`config.mk`:
```
export PLATFORM = sky130hd
export DESIGN_NAME = process_element_mul_arb
export DESIGN_NICKNAME = d
export VERILOG_FILES = /design/src/rtl/process_element_mul_arb_pkg.sv /design/src/rtl/process_element_mul_arb_rr_arbiter.sv /design/src/rtl/process_element_mul_arb.sv
export SDC_FILE = /design/constraint.sdc
export NUM_CORES = 1
export LEC_CHECK = 0
export CAP_MARGIN = 25
export CORE_MARGIN = 3
export CORE_UTILIZATION = 53
export CTS_BUF_LIST = sky130_fd_sc_hd__clkbuf_16
export DETAILED_ROUTE_END_ITERATION = 8
export GPL_TIMING_DRIVEN = 0
export PLACE_DENSITY = 0.82
export SLEW_MARGIN = 40
export SYNTH_ARGS = -nofsm -noshare
export SYNTH_HDL_FRONTEND = slang
export SYNTH_SLANG_ARGS = --single-unit
```
`constraint.sdc`:
```
create_clock -name clk -period 5.4 [get_ports clk]
set_input_delay 0.81 -clock clk [delete_from_list [all_inputs] [get_ports clk]]
set_output_delay 0.81 -clock clk [all_outputs]
set_load 0.02 [all_outputs]
```
`src/rtl/process_element_mul_arb_pkg.sv`:
```
// Shared widths and tracking-entry type for the PE multiplier arbiter.
package pe_mul_pkg;
  localparam int A_W  = 16;
  localparam int B_W  = 9;
  localparam int P_W  = 25;
  localparam int ID_W = 3;

  typedef struct packed {
    logic            vld;
    logic [ID_W-1:0] id;
    logic            last;
  } trk_t;
endpackage

```
`src/rtl/process_element_mul_arb_rr_arbiter.sv`:
```
// Round-robin grant over N requesters; pointer moves past the winner on advance.
module pe_rr_arbiter #(
  parameter int N = 4,
  localparam int IW = $clog2(N)
) (
  input  logic          clk,
  input  logic          reset,
  input  logic [N-1:0]  req,
  input  logic          advance,
  output logic          grant_valid,
  output logic [IW-1:0] grant_id
);
  logic [IW-1:0] rr_ptr;
  int idx;

  // Scan from farthest to nearest so the lane closest to rr_ptr wins last.
  always_comb begin
    grant_valid = 1'b0;
    grant_id    = '0;
    idx         = 0;
    for (int k = N - 1; k >= 0; k--) begin
      idx = int'(rr_ptr) + k;
      if (idx >= N) idx = idx - N;
      if (req[idx]) begin
        grant_valid = 1'b1;
        grant_id    = IW'(idx);
      end
    end
  end

  always_ff @(posedge clk) begin
    if (reset) begin
      rr_ptr <= '0;
    end else if (advance) begin
      rr_ptr <= (grant_id == IW'(N - 1)) ? '0 : grant_id + 1'b1;
    end
  end
endmodule

```
`src/rtl/process_element_mul_arb.sv`:
```
// Shares one pipelined 16x9 multiplier among PE lanes and accumulates per lane.
// Optional PE_MUL_ARB_SAT_EN: saturate sums instead of wrapping.
module process_element_mul_arb
  import pe_mul_pkg::*;
#(
  parameter int NUM_REQ = 4,
  parameter int MUL_LAT = 3,
  parameter int ACC_W   = 32,
  localparam int IW = $clog2(NUM_REQ)
) (
  input  logic                   clk,
  input  logic                   reset,
  input  logic [NUM_REQ-1:0]     req_valid,
  output logic [NUM_REQ-1:0]     req_ready,
  input  logic [NUM_REQ*A_W-1:0] req_a,
  input  logic [NUM_REQ*B_W-1:0] req_b,
  input  logic [NUM_REQ-1:0]     req_last,
  output logic                   mul_ce,
  output logic [A_W-1:0]         mul_din0,
  output logic [B_W-1:0]         mul_din1,
  input  logic [P_W-1:0]         mul_dout,
  output logic                   res_valid,
  input  logic                   res_ready,
  output logic [IW-1:0]          res_id,
  output logic [ACC_W-1:0]       res_data
);
  logic          stall, accept, grant_valid, retire;
  logic [IW-1:0] grant_id;
  trk_t          pipe [MUL_LAT];
  trk_t          pipe_in, pipe_out;

  logic signed [ACC_W-1:0] acc [NUM_REQ];
  logic signed [ACC_W-1:0] acc_sel, sum;
  logic signed [ACC_W:0]   sum_wide;

  assign stall  = res_valid & ~res_ready;
  assign mul_ce = ~stall;
  assign accept = grant_valid & mul_ce;

  pe_rr_arbiter #(.N(NUM_REQ)) u_arb (
    .clk         (clk),
    .reset       (reset),
    .req         (req_valid),
    .advance     (accept),
    .grant_valid (grant_valid),
    .grant_id    (grant_id)
  );

  always_comb begin
    req_ready = '0;
    mul_din0  = '0;
    mul_din1  = '0;
    if (accept) begin
      req_ready[grant_id] = 1'b1;
      mul_din0 = req_a[grant_id*A_W +: A_W];
      mul_din1 = req_b[grant_id*B_W +: B_W];
    end
  end

  always_comb begin
    pipe_in.vld  = accept;
    pipe_in.id   = ID_W'(grant_id);
    pipe_in.last = accept & req_last[grant_id];
  end

  // Owner tracking moves in lockstep with the multiplier's enabled pipeline.
  always_ff @(posedge clk) begin
    if (reset) begin
      for (int i = 0; i < MUL_LAT; i++) pipe[i] <= '0;
    end else if (mul_ce) begin
      pipe[0] <= pipe_in;
      for (int i = 1; i < MUL_LAT; i++) pipe[i] <= pipe[i-1];
    end
  end

  assign pipe_out = pipe[MUL_LAT-1];
  assign retire   = pipe_out.vld & mul_ce;

  always_comb begin
    acc_sel = '0;
    for (int i = 0; i < NUM_REQ; i++) begin
      if (pipe_out.id == ID_W'(i)) acc_sel = acc[i];
    end
    sum_wide = {acc_sel[ACC_W-1], acc_sel}
             + {{(ACC_W + 1 - P_W){mul_dout[P_W-1]}}, mul_dout};
`ifdef PE_MUL_ARB_SAT_EN
    if (sum_wide[ACC_W] != sum_wide[ACC_W-1]) begin
      sum = sum_wide[ACC_W] ? {1'b1, {(ACC_W-1){1'b0}}} : {1'b0, {(ACC_W-1){1'b1}}};
    end else begin
      sum = sum_wide[ACC_W-1:0];
    end
`else
    sum = sum_wide[ACC_W-1:0];
`endif
  end

  always_ff @(posedge clk) begin
    if (reset) begin
      for (int i = 0; i < NUM_REQ; i++) acc[i] <= '0;
    end else if (retire) begin
      for (int i = 0; i < NUM_REQ; i++) begin
        if (pipe_out.id == ID_W'(i)) acc[i] <= pipe_out.last ? '0 : sum;
      end
    end
  end

  always_ff @(posedge clk) begin
    if (reset) begin
      res_valid <= 1'b0;
      res_id    <= '0;
      res_data  <= '0;
    end else begin
      if (res_valid & res_ready) res_valid <= 1'b0;
      if (retire & pipe_out.last) begin
        res_valid <= 1'b1;
        res_id    <= IW'(pipe_out.id);
        res_data  <= sum;
      end
    end
  end
endmodule
```
==> flow_summary_export.csv, run 1 <==
group,metric,value,unit
synth,syn_area_per_cell,11.3,µm²
clock_tree,cts_hold_buf,0,
cells_and_area,drive_gt1_share,12.7,%
synth,async_reset_ff_share,0,%
worst_hold_path,hold_start,"res_data[4]$_SDFFE_PP0P_",
detailed_routing,first_pass_iters,6,
timing,setup_viol,0,
synth,synthTopCellsByArea,"edfxtp_1, mux4_2, dfxtp_1",
setup_path,timing.rr.end,"acc[3][30]$_SDFFCE_PN0P_",
placement,dp_hpwl,21900,µm
setup_path,worst-endpoint-required,4.59,ns
synth,synth_edf_count,140,
floorplanning,die_x,144,µm
timing,worst_hold_slack,0.458,ns
grt,overflow,0,
grt,grt_pass1_vias,8741,
cells_and_area,regArea,0.00494,mm²
job,maxCapViolCount,0,
clock_tree,ctsResizeCount,0,
synth,synth_cell_types,68,
clock_tree,root_buffer,"clkbuf_16",
detailed_routing,routed-via-count,8406,
cells_and_area,antenna_cells,0,
floorplanning,start_util,54.9,%
timing,max_freq,228,MHz
detailed_routing,first_iter_violations,917,
clock_tree,clk-insertion-delay-late,0.45,ns
detailed_routing,wirelength,29800,µm
timing,finClkSkew,0.00983,ns
cells_and_area,area_delta_synth_final,29.6,%
timing,drv_slew,0,
floorplanning,coreArea,0.0183,mm²
setup_path,r2r_slack,1.02,ns
floorplanning,io_pins,201,
detailed_routing,ant_nets,0,
placement,port_buffers,200,
placement,placed_area,0.0125,mm²
power,p_leak,4.80,nW
timing,fin_tns_setup,0,ns
synth,synth.ff_latch_count,177,
clock_tree,cts_buffers,17,
timing,maxSlewHeadroom,43.1,%
power,power_density,296,mW/mm²
clock_tree,clock_sinks,177,
detailed_routing,viasPerCell,6.19,
placement,gp_congestion,1.00,
grt,track_usage,29.8,%
cells_and_area,multi_input_comb_area,0.00483,mm²
clock_tree,cts_buffer_depth,2,
floorplanning,core.rowCount,49,
cells_and_area,fillers,1308,
detailed_routing,post_drt_wl_per_cell,22.0,µm
setup_path,worstPathMaxFanout,11,
cells_and_area,fin_area,0.0130,mm²
timing,hold_viol,0,
power,ir_worst_vdd,0.218,mV
timing,worst_pin_slew,0.853,ns
clock_tree,htree_levels,4,
cells_and_area,final_util,71.1,%
setup_path,endpoint_kind,"primary output",
setup_path,worstPathArrival,3.59,ns
synth,yosys.area.top_type_share,41.8,%
grt,grt_max_degree,33,
synth,ys_warn_count,0,
setup_path,worstSetupPathType,"primary input to primary output",
timing,period_needed,4.40,ns
synth,synth_cells,893,
detailed_routing,post-route-drc-count,0,
cells_and_area,nNetsFinal,1292,
clock_tree,cts_setup_buffers,0,
outcome,status,"finished, final reports clean",
clock_tree,tritoncts,"yes",
worst_hold_path,holdPathStages,2,
worst_hold_path,worst_hold_path_type,"flop to flop",
setup_path,rr_startpoint,"pipe[0][12]$_SDFFCE_PN0P_",
grt,grt_first_pass_wirelength,46200,µm
synth,synth_top_area_cell,"edfxtp_1",
floorplanning,die_y,144,µm
worst_hold_path,whs_endpoint,"res_data[4]$_SDFFE_PP0P_",
timing,finalCritPeriodShare,81.4,%
synth,synth-seq-area-share,49.1,%
synth,synth_ff_type,"edfxtp_1",
clock_tree,clkSlewWorstSetupHoldPaths,0.07,ns
grt,antenna_found_initial,0,
synth,synth.net_count,1068,
setup_path,reg2reg_depth,12,
synth,syn_area,0.0101,mm²
setup_path,start_kind,"primary input",
floorplanning,die-area,0.0207,mm²
timing,rsz0062_at_grt,"no",
-- power breakdown --
part           switching [mW]  total (mW)  internal, mW
clock network           0.554        1.24         0.686
registers              0.0183        1.54          1.52
logic                   0.595        1.08         0.488
total                    1.17        3.86          2.70
-- cells in the mapped netlist (7+ instances only) --
| master | count |
|---|---|
| nor2_1 | 143 |
| o21ai_1 | 7 |
| nand2_1 | 66 |
| nand2b_1 | 10 |
| a21oi_1 | 52 |
| edfxtp_1 | 140 |
| and3_1 | 10 |
| nand4_1 | 17 |
| mux4_2 | 58 |
| xor2_1 | 8 |
| buf_2 | 17 |
| nand3_1 | 27 |
| inv_1 | 15 |
| o21a_1 | 10 |
| and2_1 | 32 |
| ha_1 | 38 |
| o21ai_0 | 21 |
| or3_1 | 8 |
| nor3_1 | 33 |
| a21o_1 | 10 |
| dfxtp_1 | 37 |
| xnor2_1 | 19 |
| clkbuf_1 | 36 |
-- how the worst max path moves through the flow --
stage,start,end,slack (ns),depth (start not counted)
floorplan,res_ready,acc[2][0]$_SDFFCE_PN0P_,1.46,3
global placement,res_ready,acc[2][21]$_SDFFCE_PN0P_,-1.05,4
detailed placement,req_valid[0],mul_din1[3],0.97,9
CTS,req_valid[0],mul_din1[3],0.96,9
global route,req_valid[0],mul_din1[3],0.81,9
finish,req_valid[0],mul_din1[4],1.00,9
-- critical path: stages --
cell	delay, ns
clkdlybuf4s50_1	0.54
a21oi_1	0.09
o21a_1	0.17
o22ai_1	0.19
buf_4	0.26
buf_4	0.26
mux4_2	0.52
and2_1	0.18
clkdlybuf4s50_1	0.54
-- registers in the layout (all words and copies together), names as in the netlist --
signal and count:
acc 128, res_data 32, pipe 12, res_id 2, u_arb.rr_ptr 2, res_valid 1
-- layout by cell type (no fill, tap or decap), types with 8 or more instances in the layout --
cell type / n
nand2_1: 65
o21a_1: 10
dfxtp_1: 37
mux4_2: 58
nor3_1: 33
or3_1: 8
clkbuf_1: 35
xnor2_1: 19
inv_1: 16
a21o_1: 10
edfxtp_1: 140
nand2b_1: 10
nand4_1: 17
a21oi_1: 52
buf_2: 17
clkdlybuf4s50_1: 200
o21ai_0: 20
clkbuf_16: 17
xor2_1: 8
nand3_1: 27
and3_1: 10
nor2_1: 143
ha_1: 38
and2_1: 32
-- area by class of cell --
type                    count  area share, %
flip-flops and latches    177           37.9
clock inverters            15           1.22
multi-input cells         639           37.0
inverters                  17          0.489
repair buffers            205           15.8
clock buffers              17           3.26
well taps                 229           2.20
plain buffers              60           2.07
-- cell families (layout without fill, tap and decap cells) --
kind of cell,count (synthesis),count (layout),share of synthesized area (%)
AND/OR/NAND/NOR,365,365,17.1
multiplexers,60,60,13.2
AO/OA/AOI/OAI,147,147,9.85
XOR/XNOR,28,28,2.51
adder cells (fa/ha/maj),39,39,4.92
flip-flops,177,177,49.1
buffers and inverters,77,314,3.31
-- per-layer routing --
layer	wire, µm	up-vias	share of wire [%]	track usage, %
met4	1270	0	4.2	13.1
met1	10600	3984	35	35.7
met3	3150	98	11	7.39
met2	14900	548	50	51.1
li1	-	3776	-	-
met5	0	-	0	0
-- through the flow --
| step | instances | power (mW) | setup slack (ns) |
|---|---|---|---|
| floorplan | 893 | 2.24 | 1.46 |
| global placement | 1322 | 2.62 | -1.05 |
| detailed placement | 1327 | 2.64 | 0.970 |
| CTS | 1359 | 3.86 | 0.960 |
| global route | 1359 | 4.00 | 0.813 |
| finish | 1359 | 3.86 | 1.00 |
Power figures use the tool's default switching activity.
==> inputs of run 2 (changes only) <==
Clock period 5.4 ns to 4.3 ns, I/O delays scaled along.
==> run 2 against run 1 <==
Sequential power grew 25%. Register-to-register slack got worse by 0.89 ns. First-iteration DRC count decreased by 7.3%. Combinational power up 26%. Critical path depth is 3 higher. Cell count unchanged. Wire length barely moved.
==> flow_summary_export.csv, run 2 (synthesis gave the netlist of run 1 again) <==
group,metric,value,unit
outcome,status,"finished, final reports clean",
clock_tree,clock_sinks,177,
detailed_routing,viasPerCell,6.19,
setup_path,worstPathMaxFanout,10,
grt,grt_pass1_vias,8741,
cells_and_area,antenna_cells,0,
clock_tree,htree_levels,4,
power,p_leak,4.81,nW
setup_path,worstSetupPathType,"flop to flop",
timing,max_freq,240,MHz
worst_hold_path,hold_start,"res_data[4]$_SDFFE_PP0P_",
detailed_routing,wirelength,29900,µm
floorplanning,die-area,0.0207,mm²
timing,worst_pin_slew,0.836,ns
setup_path,worst-path-buf-inv,3,
power,ir_worst_vdd,0.273,mV
setup_path,worstPathArrival,4.34,ns
grt,grt_first_pass_wirelength,46200,µm
clock_tree,cts_hold_buf,0,
timing,finalCritPeriodShare,96.9,%
grt,antenna_found_initial,0,
cells_and_area,final_common_cell,"clkdlybuf4s50_1",
cells_and_area,nNetsFinal,1292,
grt,grt_max_degree,33,
timing,fin_tns_setup,0,ns
setup_path,endpoint_kind,"flop",
placement,dp_hpwl,21900,µm
timing,drv_slew,0,
setup_path,start_kind,"flop",
clock_tree,clkSlewWorstSetupHoldPaths,0.07,ns
setup_path,reg2reg_depth,12,
setup_path,cp_cell_sequence,"buf_2, clkbuf_4, mux4_2, ha_1, buf_2, nand4_1, or3_1, a211oi_2, o21ai_0, a31oi_1, nand2b_1, nor2_1",
floorplanning,die_y,144,µm
floorplanning,start_util,54.9,%
setup_path,crit_top_cell,"buf_2",
timing,setup_viol,0,
power,power_density,372,mW/mm²
floorplanning,core.rowCount,49,
grt,track_usage,29.8,%
timing,maxSlewHeadroom,44.3,%
setup_path,rr_startpoint,"pipe[0][11]$_SDFFCE_PN0P_",
detailed_routing,first_pass_iters,5,
timing,finClkSkew,0.0116,ns
detailed_routing,post_drt_wl_per_cell,22.0,µm
placement,port_buffers,200,
timing,hold_viol,0,
timing,rsz0062_at_grt,"no",
placement,gp_congestion,1.00,
cells_and_area,drive_gt1_share,13.1,%
clock_tree,clk-insertion-delay-late,0.45,ns
setup_path,slowest_delay,0.55,ns
setup_path,worst-endpoint-required,4.47,ns
cells_and_area,largest_reg_flops,128,
detailed_routing,first_iter_violations,850,
detailed_routing,post-route-drc-count,0,
floorplanning,die_x,144,µm
timing,period_needed,4.17,ns
cells_and_area,area_delta_synth_final,29.8,%
detailed_routing,ant_nets,0,
clock_tree,cts_buffer_depth,2,
clock_tree,root_buffer,"clkbuf_16",
cells_and_area,max_flop_register,"acc",
grt,overflow,0,
cells_and_area,final_cell_mix,"clkdlybuf4s50_1, nor2_1, edfxtp_1",
setup_path,slowest_stage,"mux4_2",
setup_path,cpLargestDelayFamily,"buffers and inverters",
setup_path,r2r_slack,0.13,ns
worst_hold_path,worst_hold_path_type,"flop to flop",
floorplanning,coreArea,0.0183,mm²
cells_and_area,top_regs,"acc (128), res_data (32), pipe (12)",
timing,worst_hold_slack,0.458,ns
worst_hold_path,whs_endpoint,"res_data[4]$_SDFFE_PP0P_",
worst_hold_path,holdPathStages,2,
job,maxCapViolCount,0,
clock_tree,tritoncts,"yes",
clock_tree,cts_buffers,17,
setup_path,timing.rr.end,"acc[3][30]$_SDFFCE_PN0P_",
floorplanning,io_pins,201,
detailed_routing,routed-via-count,8418,
-- run 2: report_power, final --
part	internal [mW]	switching (mW)	total, mW	leakage [nW]
registers	1.91	0.0231	1.93	1.77
clock network	0.862	0.696	1.56	0.283
logic	0.614	0.750	1.36	2.76
-- run 2: worst max-delay path by stage --
stage | cells after the start | slack [ns] | endpoint | start
final | 12 | 0.13 | acc[3][30]$_SDFFCE_PN0P_ | pipe[0][11]$_SDFFCE_PN0P_
after global routing | 11 | 0.003 | acc[1][27]$_SDFFCE_PN0P_ | pipe[0][11]$_SDFFCE_PN0P_
after CTS | 12 | 0.05 | acc[3][30]$_SDFFCE_PN0P_ | pipe[0][12]$_SDFFCE_PN0P_
after detailed placement | 12 | 0.07 | acc[3][30]$_SDFFCE_PN0P_ | pipe[0][12]$_SDFFCE_PN0P_
after global placement | 4 | -1.99 | acc[2][21]$_SDFFCE_PN0P_ | res_ready
after floorplan | 3 | 0.52 | acc[2][0]$_SDFFCE_PN0P_ | res_ready
-- run 2: per-stage QoR --
step / setup slack [ns] / util, % / power, mW / cell area, µm² / instances
detailed placement: 0.0684 / 67.9 / 3.31 / 12500 / 1327
global route: 0.00344 / 71.2 / 5.03 / 13100 / 1359
CTS: 0.0481 / 71.1 / 4.85 / 13000 / 1359
global placement: -1.99 / 67.4 / 3.29 / 12400 / 1322
finish: 0.131 / 71.2 / 4.86 / 13100 / 1359
floorplan: 0.523 / - / 2.82 / 10100 / 893
-- run 2: repair_timing --
item,in CTS,in global routing
setup buffers,0,0
gates resized for setup,0,10
setup endpoints to repair,0,48
-- run 2: final cells by class --
class,instances,area (µm²)
Sequential cell,177,4940
Clock buffer,17,425
Multi-Input combinational cell,639,4840
Tap cell,229,287
Fill cell,1305,5270
Inverter,17,63.8
Timing Repair Buffer,205,2060
Buffer,60,282
Clock inverter,15,159
-- run 2: worst register-to-register path, stage by stage, from the launching register on --
cell and delay, ns:
edfxtp_1 0.40, buf_2 0.32, clkbuf_4 0.38, mux4_2 0.56, ha_1 0.30, buf_2 0.20
nand4_1 0.15, or3_1 0.45, a211oi_2 0.30, o21ai_0 0.28, a31oi_1 0.27, nand2b_1 0.21
nor2_1 0.06
-- run 2: per-layer routing --
| layer | vias to the layer above | GRT usage [%] | share of wire (%) |
|---|---|---|---|
| li1 | 3772 | - | - |
| met1 | 4010 | 35.7 | 36 |
| met2 | 545 | 51.1 | 50 |
| met3 | 91 | 7.39 | 10 |
| met4 | 0 | 13.1 | 4.1 |
| met5 | - | 0 | 0 |
